`src/rtl/sync_fifo_buf.sv`:
```
// Single-clock elastic FIFO with counters, threshold flags and sticky errors; any DEPTH >= 2.
// Latency: 1-cycle registered read (standard) or prefetched head word when SYNC_FIFO_FWFT_EN is defined.
// Backpressure: writes are dropped while full and reads while empty; each drop sets a sticky error flag.
module sync_fifo_buf #(
    parameter int DW        = 8,
    parameter int DEPTH     = 90,
    parameter int AF_THRESH = 80,
    parameter int AE_THRESH = 8
) (
    input  logic                         clk,
    input  logic                         rst,
    input  logic                         wr_en,
    input  logic [DW-1:0]                wr_data,
    input  logic                         rd_en,
    output logic [DW-1:0]                rd_data,
    output logic                         rd_valid,
    output logic                         full,
    output logic                         empty,
    output logic                         almost_full,
    output logic                         almost_empty,
    output logic [$clog2(DEPTH):0]       count,
    input  logic                         err_clr,
    output logic                         overflow,
    output logic                         underflow
);

    localparam int AW = $clog2(DEPTH);
    localparam logic [AW-1:0] PTR_LAST = AW'(DEPTH - 1);
    localparam logic [AW:0]   CNT_MAX  = (AW+1)'(DEPTH);
    localparam logic [AW:0]   AF_LVL   = (AW+1)'(AF_THRESH);
    localparam logic [AW:0]   AE_LVL   = (AW+1)'(AE_THRESH);

    logic [DW-1:0] mem [DEPTH];

    logic [AW-1:0] wr_ptr;
    logic [AW-1:0] rd_ptr;
    logic [AW-1:0] wr_ptr_inc;
    logic [AW-1:0] rd_ptr_inc;
    logic [AW-1:0] rd_ptr_nxt;
    logic [AW:0]   count_nxt;
    logic          wr_acc;
    logic          rd_acc;

    // Accept decisions, wrapped pointer increments and next occupancy.
    always_comb begin
        wr_acc     = wr_en & ~full;
        rd_acc     = rd_en & ~empty;
        wr_ptr_inc = (wr_ptr == PTR_LAST) ? '0 : wr_ptr + 1'b1;
        rd_ptr_inc = (rd_ptr == PTR_LAST) ? '0 : rd_ptr + 1'b1;
        rd_ptr_nxt = rd_acc ? rd_ptr_inc : rd_ptr;
        count_nxt  = count + {{AW{1'b0}}, wr_acc} - {{AW{1'b0}}, rd_acc};
    end

    // Storage array: written only on an accepted write, never reset.
    always_ff @(posedge clk) begin
        if (wr_acc) begin
            mem[wr_ptr] <= wr_data;
        end
    end

    // Pointers, occupancy, flags from next count, sticky errors and the read port.
    always_ff @(posedge clk) begin
        if (rst) begin
            wr_ptr       <= '0;
            rd_ptr       <= '0;
            count        <= '0;
            empty        <= 1'b1;
            full         <= 1'b0;
            almost_empty <= 1'b1;
            almost_full  <= 1'b0;
            overflow     <= 1'b0;
            underflow    <= 1'b0;
            rd_data      <= '0;
            rd_valid     <= 1'b0;
        end else begin
            if (wr_acc) begin
                wr_ptr <= wr_ptr_inc;
            end
            rd_ptr       <= rd_ptr_nxt;
            count        <= count_nxt;
            empty        <= (count_nxt == '0);
            full         <= (count_nxt == CNT_MAX);
            almost_empty <= (count_nxt <= AE_LVL);
            almost_full  <= (count_nxt >= AF_LVL);
            // A new error event outranks a simultaneous clear.
            overflow     <= (wr_en & full)  | (overflow  & ~err_clr);
            underflow    <= (rd_en & empty) | (underflow & ~err_clr);
`ifdef SYNC_FIFO_FWFT_EN
            // Prefetch the next head; when it is being written this cycle take it from wr_data.
            rd_valid <= (count_nxt != '0);
            if (count_nxt != '0) begin
                if (wr_acc && (wr_ptr == rd_ptr_nxt)) begin
                    rd_data <= wr_data;
                end else begin
                    rd_data <= mem[rd_ptr_nxt];
                end
            end
`else
            rd_valid <= rd_acc;
            if (rd_acc) begin
                rd_data <= mem[rd_ptr];
            end
`endif
        end
    end

endmodule

```
`config.mk`:
```
export PLATFORM = sky130hd
export DESIGN_NAME = sync_fifo_buf
export DESIGN_NICKNAME = d
export VERILOG_FILES = /design/src/rtl/sync_fifo_buf.sv
export SDC_FILE = /design/constraint.sdc
export NUM_CORES = 1
export LEC_CHECK = 0
export ABC_AREA = 1
export CAP_MARGIN = 20
export CORE_MARGIN = 4
export CORE_UTILIZATION = 50
export DETAILED_ROUTE_END_ITERATION = 8
export PLACE_DENSITY = 0.68
export REMOVE_ABC_BUFFERS = 1
export SYNTH_ARGS = -nofsm -noshare
export SYNTH_HDL_FRONTEND = slang
export SYNTH_SLANG_ARGS = --single-unit
```
`constraint.sdc`:
```
create_clock -name clk -period 3.81 [get_ports clk]
set_clock_uncertainty 0.1 [all_clocks]
set_input_delay 0.762 -clock clk [delete_from_list [all_inputs] [get_ports clk]]
set_output_delay 0.762 -clock clk [all_outputs]
set_load 0.02 [all_outputs]
```
Word level (Yosys, flattened, before mapping)
Memory sizes are Yosys's and may differ from the RTL's. A register that Yosys moved wholly into a read port is not among the register bits.
Index checks and enable logic that the tools add are counted.
{"block": "totals", "memories": 1, "in_bits": 13, "ram_bits": 720, "reg_bits": 29}
{"name": "mem", "words": 90, "word_bits": 8, "read_ports": 1, "rd_clocked_by_memory_dff": 1, "write_ports": 1, "line_no": "33", "rtl": "logic [DW-1:0] mem [DEPTH];"}
{"block": "op_classes", "n_bitwise": 11, "reduce_logical": 1, "n_mux": 4, "n_eq_ne": 3, "add_sub_neg": 4, "magnitude_cmp": 2}
{"operator": "adder 7 x 1 -> 7 bit (second input constant)", "count": 2}
{"operator": "== test 7 bit (second input constant)", "count": 2}
{"operator": "two-way mux 7 bit", "count": 2}
{"operator": "adder 8 x 1 -> 8 bit", "count": 1}
{"operator": "== test 8 x 7 -> 1 bit (second input constant)", "count": 1}
{"operator": ">= comparator 8 x 7 -> 1 bit (second input constant)", "count": 1}
{"operator": "<= comparator 8 x 4 -> 1 bit (second input constant)", "count": 1}
{"operator": "zero test 8 bit", "count": 1}
{"operator": "subtractor 8 x 1 -> 8 bit", "count": 1}
{"operator": "AND 1 bit", "count": 6}
{"operator": "NOT 1 bit", "count": 3}
{"operator": "two-way mux 1 bit", "count": 2}
{"operator": "OR 1 bit", "count": 2}

Depth between registers and ports, before layout
{"block": "depth", "depth_word": 5, "mapped_depth": 17}

Least setup slack after synthesis
No wires, ideal clock.
{"block": "synth_path", "kind": "input-to-reg", "startpoint": "in rd_en", "endpoint": "reg empty", "setup_time_ns": 0.122, "required_time_ns": 3.588, "stages": 17, "setup_slack_ns": 0.675, "t_arrival_ns": 2.913, "cell_sequence": "inv_1 nor2_1 clkbuf_1 ha_1 inv_1 ha_1 inv_1 fa_1 nand3b_1 nand2_1 nand2_1 nand2_1 a21oi_1 xor2_1 nor2_1 nand3_1 nand2_1"}
{"block": "synth_via", "elab_chain_len": 3}
{"item": "start: declaration", "line_no": "14", "rtl": "input logic rd_en,"}
{"item": "AND 1 bit", "line_no": "47", "rtl": "rd_acc = rd_en & ~empty;"}
{"item": "net rd_acc", "line_no": "42", "rtl": "logic rd_acc;"}
{"item": "subtractor 8 x 1 -> 8 bit", "line_no": "51", "rtl": "count_nxt = count + {{AW{1'b0}}, wr_acc} - {{AW{1'b0}}, rd_acc};"}
{"item": "zero test 8 bit", "line_no": "81", "rtl": "empty <= (count_nxt == '0);"}
{"item": "end signal: assignment", "line_no": "81"}
{"item": "end: declaration", "line_no": "18", "rtl": "output logic empty,"}
The timed path passes the listed nets, and every way through them passes these cells.
A chain may end at the register's enable or synchronous reset.

Worst setup path after layout
{"block": "layout_path", "startpoint": "in wr_en", "endpoint": "reg empty"}
{"block": "layout_via", "elab_chain_len": 4}
{"item": "start: declaration", "line_no": "12", "rtl": "input logic wr_en,"}
{"item": "AND 1 bit", "line_no": "46", "rtl": "wr_acc = wr_en & ~full;"}
{"item": "adder 8 x 1 -> 8 bit", "line_no": "51"}
{"item": "subtractor 8 x 1 -> 8 bit", "line_no": "51"}
{"item": "zero test 8 bit", "line_no": "81"}
Every way passes these cells.

==> results.sh <==
export IMPL_nNetsFinal=3109
export IMPL_routabilityCongestion=0.927
export IMPL_ff2ff_setup_slack_ps=1000
export IMPL_rr_worst_depth=11
export IMPL_cts_made_buffers=78
export IMPL_die_h_um=262
export IMPL_drv_slew=0
export IMPL_hpwl_mm=48.8
export IMPL_drt_iter0_drc=2452
export IMPL_p_per_area_nw_per_um2=512
export IMPL_clockRootBuffer="clkbuf_16"
export IMPL_seq_area_frac_synth=0.692
export IMPL_fin_cells=3992
export IMPL_cts_resized=0
export IMPL_ir_drop_mv=0.396
export IMPL_dieWidth_um=262
export IMPL_fmax_mhz=328
export IMPL_p_int_mw=14.0
export IMPL_status="complete, no violations"
export IMPL_post_route_util=0.564
export IMPL_comb_power_share=0.095
export IMPL_tns_ps=0
export IMPL_clk_insertion_delay_late_ps=620
export IMPL_met1_usage=0.311
export IMPL_fillers=5275
export IMPL_critPathKind="input pin to flip-flop"
export IMPL_clock_sinks=757
export IMPL_top_usage_layer="met2"
export IMPL_endpoint="empty$_SDFF_PP1_"
export IMPL_cts_buffer_depth=3
export IMPL_cp_start_kind="input pin"
export IMPL_cap_violations=0
export IMPL_synthSimpleGateAreaFrac=0.201
export IMPL_leakage_nw=13.8
export IMPL_grt_pass1_wl_mm=123
export IMPL_yosys_register_bits=757
export IMPL_swShare=0.239
export IMPL_synth_compound_area_share=0.0361
export IMPL_muxShareOfSynthArea=0
export IMPL_finalHoldViolations=0
export IMPL_antenna_found_initial=0
export IMPL_arrival_ps=3430
export IMPL_timing_final_ws_setup_ps=757
export IMPL_finalSetupViolations=0
export IMPL_startpoint="wr_en"
export IMPL_synthCells=3067
export IMPL_fin_crit_sh=0.801
export IMPL_drc_errors=0
export IMPL_p_clk_frac=0.401
export IMPL_place_inst=3849
export IMPL_yosysWarnings=0
export IMPL_wire_per_inst_um=20.1
export IMPL_yosys_area_top_type="edfxtp_1"
export IMPL_min_period_ps=3050
export IMPL_routed_wl_mm=80.3
export IMPL_regArea_sq_um=22400
export IMPL_n_antenna_cell=0
export IMPL_pre_cts_slack_ps=143
export IMPL_max_slew_margin=0.254
export IMPL_whs_ps=362
export IMPL_grt_total_usage=0.229
export IMPL_synthAdderAreaFrac=0.00526
export IMPL_grt_pass1_vias=21400
export IMPL_crit_required_ps=4190
export IMPL_dieArea_sq_um=68800
export IMPL_areaGrowthSynthToFinish_pct=10.8
export IMPL_synth_xor_area_frac=0.00217
export IMPL_rsz0062_at_grt="false"
export IMPL_postCtsSetupBuffers=0
export IMPL_power_frac_seq=0.504
export IMPL_cp_max_fo=3
export IMPL_synth_avg_cell_area_sq_um=10.5
export IMPL_postRouteAntennaNets=0
export IMPL_core_region_area_sq_um=63500
export IMPL_cts_tree="done"
export IMPL_ys_types=32
export IMPL_via_per_inst=5.49
export IMPL_multi_input_area_sq_um=7900
export IMPL_grt_util_met2=0.377
export IMPL_via_count=21900
export IMPL_synth_top_family_by_area="simple AND/OR/NAND/NOR gates"
export IMPL_use_met3=0.0386
export IMPL_drive_gt1_frac=0.0607
export IMPL_path_clk_slew_ps=60
export IMPL_reg2reg_from="rd_ptr[0]$_SDFFE_PP0P_"
export IMPL_grt_max_degree=237
export IMPL_cp_end_kind="flip-flop"
export IMPL_firstDrtPassIters=6
export IMPL_synthTopCellsByArea="edfxtp_1 67%, nand2_1 9.5%, nor2_1 5.2%"
export IMPL_rows=92
export IMPL_hp_class="flip-flop to flip-flop"
export IMPL_worst_pin_slew_ps=1120
export IMPL_start_util=0.509
export IMPL_synth_top_area_frac=0.669
export IMPL_netlist_area_sq_um=32300
export IMPL_htreeDepth=3
export IMPL_ioPinCount=36
export IMPL_p_switching_mw=4.38
export IMPL_grt_ovfl_total=0
export IMPL_worstReg2RegEnd="rd_data[7]$_SDFFE_PP0P_"
export IMPL_ctsHoldBuffers=0
export IMPL_io_buffers=35
## flip-flops by register name (all words and copies together), names as in the netlist
name / cells
underflow: 1
almost_empty: 1
rd_ptr: 7
rd_valid: 1
almost_full: 1
mem: 720
wr_ptr: 7
empty: 1
count: 8
rd_data: 8
overflow: 1
full: 1
## power by group through the flow
stage          Sequential, mW  Combinational (mW)  Clock (mW)
6_report                 9.24                1.74        7.35
5_1_grt                  9.24                1.92        7.79
4_1_cts                  9.24                1.74        7.44
3_5_place_dp             9.42                1.73           0
3_3_place_gp             9.41                1.71           0
2_1_floorplan            9.53               0.977           0
## cell families after synthesis
kind of cell | count (synthesis)
xor+xnor | 8
flops | 757
fa+ha+maj | 13
buf+inv | 451
simple gates | 1610
compound gates | 228
## routing by layer
layer,vias up,routed length [um]
met3,190,6520
met2,958,38200
li1,10200,-
met4,0,2880
met5,-,0
met1,10600,32700
## cells in the final DEF (no fill, tap or decap), drive strengths merged, types with 4 or more instances in the layout
cell type / count
dfxtp: 37
nand3: 324
or2: 8
xor2: 5
clkdlybuf4s50: 27
clkinv: 31
nor3: 8
ha: 12
buf: 63
inv: 298
a21oi: 52
clkbuf: 104
bufinv: 4
edfxtp: 720
nor2: 445
o21ai: 171
nand2: 820
## synth_stat cells, drive strengths merged
| library cell | number |
|---|---|
| nand2 | 820 |
| edfxtp | 720 |
| nor2 | 445 |
| nand3 | 324 |
| inv | 296 |
| o21ai | 171 |
| buf | 111 |
| a21oi | 52 |
| clkbuf | 43 |
| dfxtp | 37 |
| ha | 12 |
| nor3 | 8 |
| or2 | 8 |
| xor2 | 5 |
| xnor2 | 3 |
| nand4 | 2 |
| o21a | 2 |
| a2111oi | 1 |
| a211oi | 1 |
| a22oi | 1 |
| and3 | 1 |
| clkinv | 1 |
| fa | 1 |
| nand3b | 1 |
| nor3b | 1 |
## stage by stage
step,power [mW],area [sq um]
after global routing,19.0,35800
after floorplan,10.5,31400
after CTS,18.4,35800
after global placement,11.1,33300
final,18.3,35800
after detailed placement,11.1,33300
## worst min-delay path by stage
stage | cells past startpoint | to | slack (ps) | from
detailed placement | 2 | underflow$_SDFF_PP0_ | 360 | underflow$_SDFF_PP0_
global route | 2 | underflow$_SDFF_PP0_ | 390 | underflow$_SDFF_PP0_
global placement | 2 | overflow$_SDFF_PP0_ | 350 | overflow$_SDFF_PP0_
finish | 2 | underflow$_SDFF_PP0_ | 360 | underflow$_SDFF_PP0_
floorplan | 2 | wr_ptr[4]$_SDFFE_PP0P_ | 400 | wr_ptr[4]$_SDFFE_PP0P_
CTS | 2 | underflow$_SDFF_PP0_ | 370 | underflow$_SDFF_PP0_
## worst max-delay path, cell delays in order
cell,delay [ps]
clkdlybuf4s50_1,480
inv_1,40
nor2_1,150
inv_1,90
ha_1,290
inv_1,60
ha_1,150
inv_1,60
fa_1,420
nand3b_1,200
nand2_1,90
nand2_1,60
nand2_1,60
a21oi_1,60
xor2_1,230
nor2_1,90
nand3_1,80
nand2_1,50
## final cells by class
cell class / instances / share of cell area
tap: 846 / 0.0296
inverter: 297 / 0.0315
clock inverter: 39 / 0.00870
multi-input combinational: 1859 / 0.221
sequential: 757 / 0.625
clock buffer: 104 / 0.0602
timing repair buffer: 90 / 0.0246
Note: power is estimated with default switching activity, not from simulation.
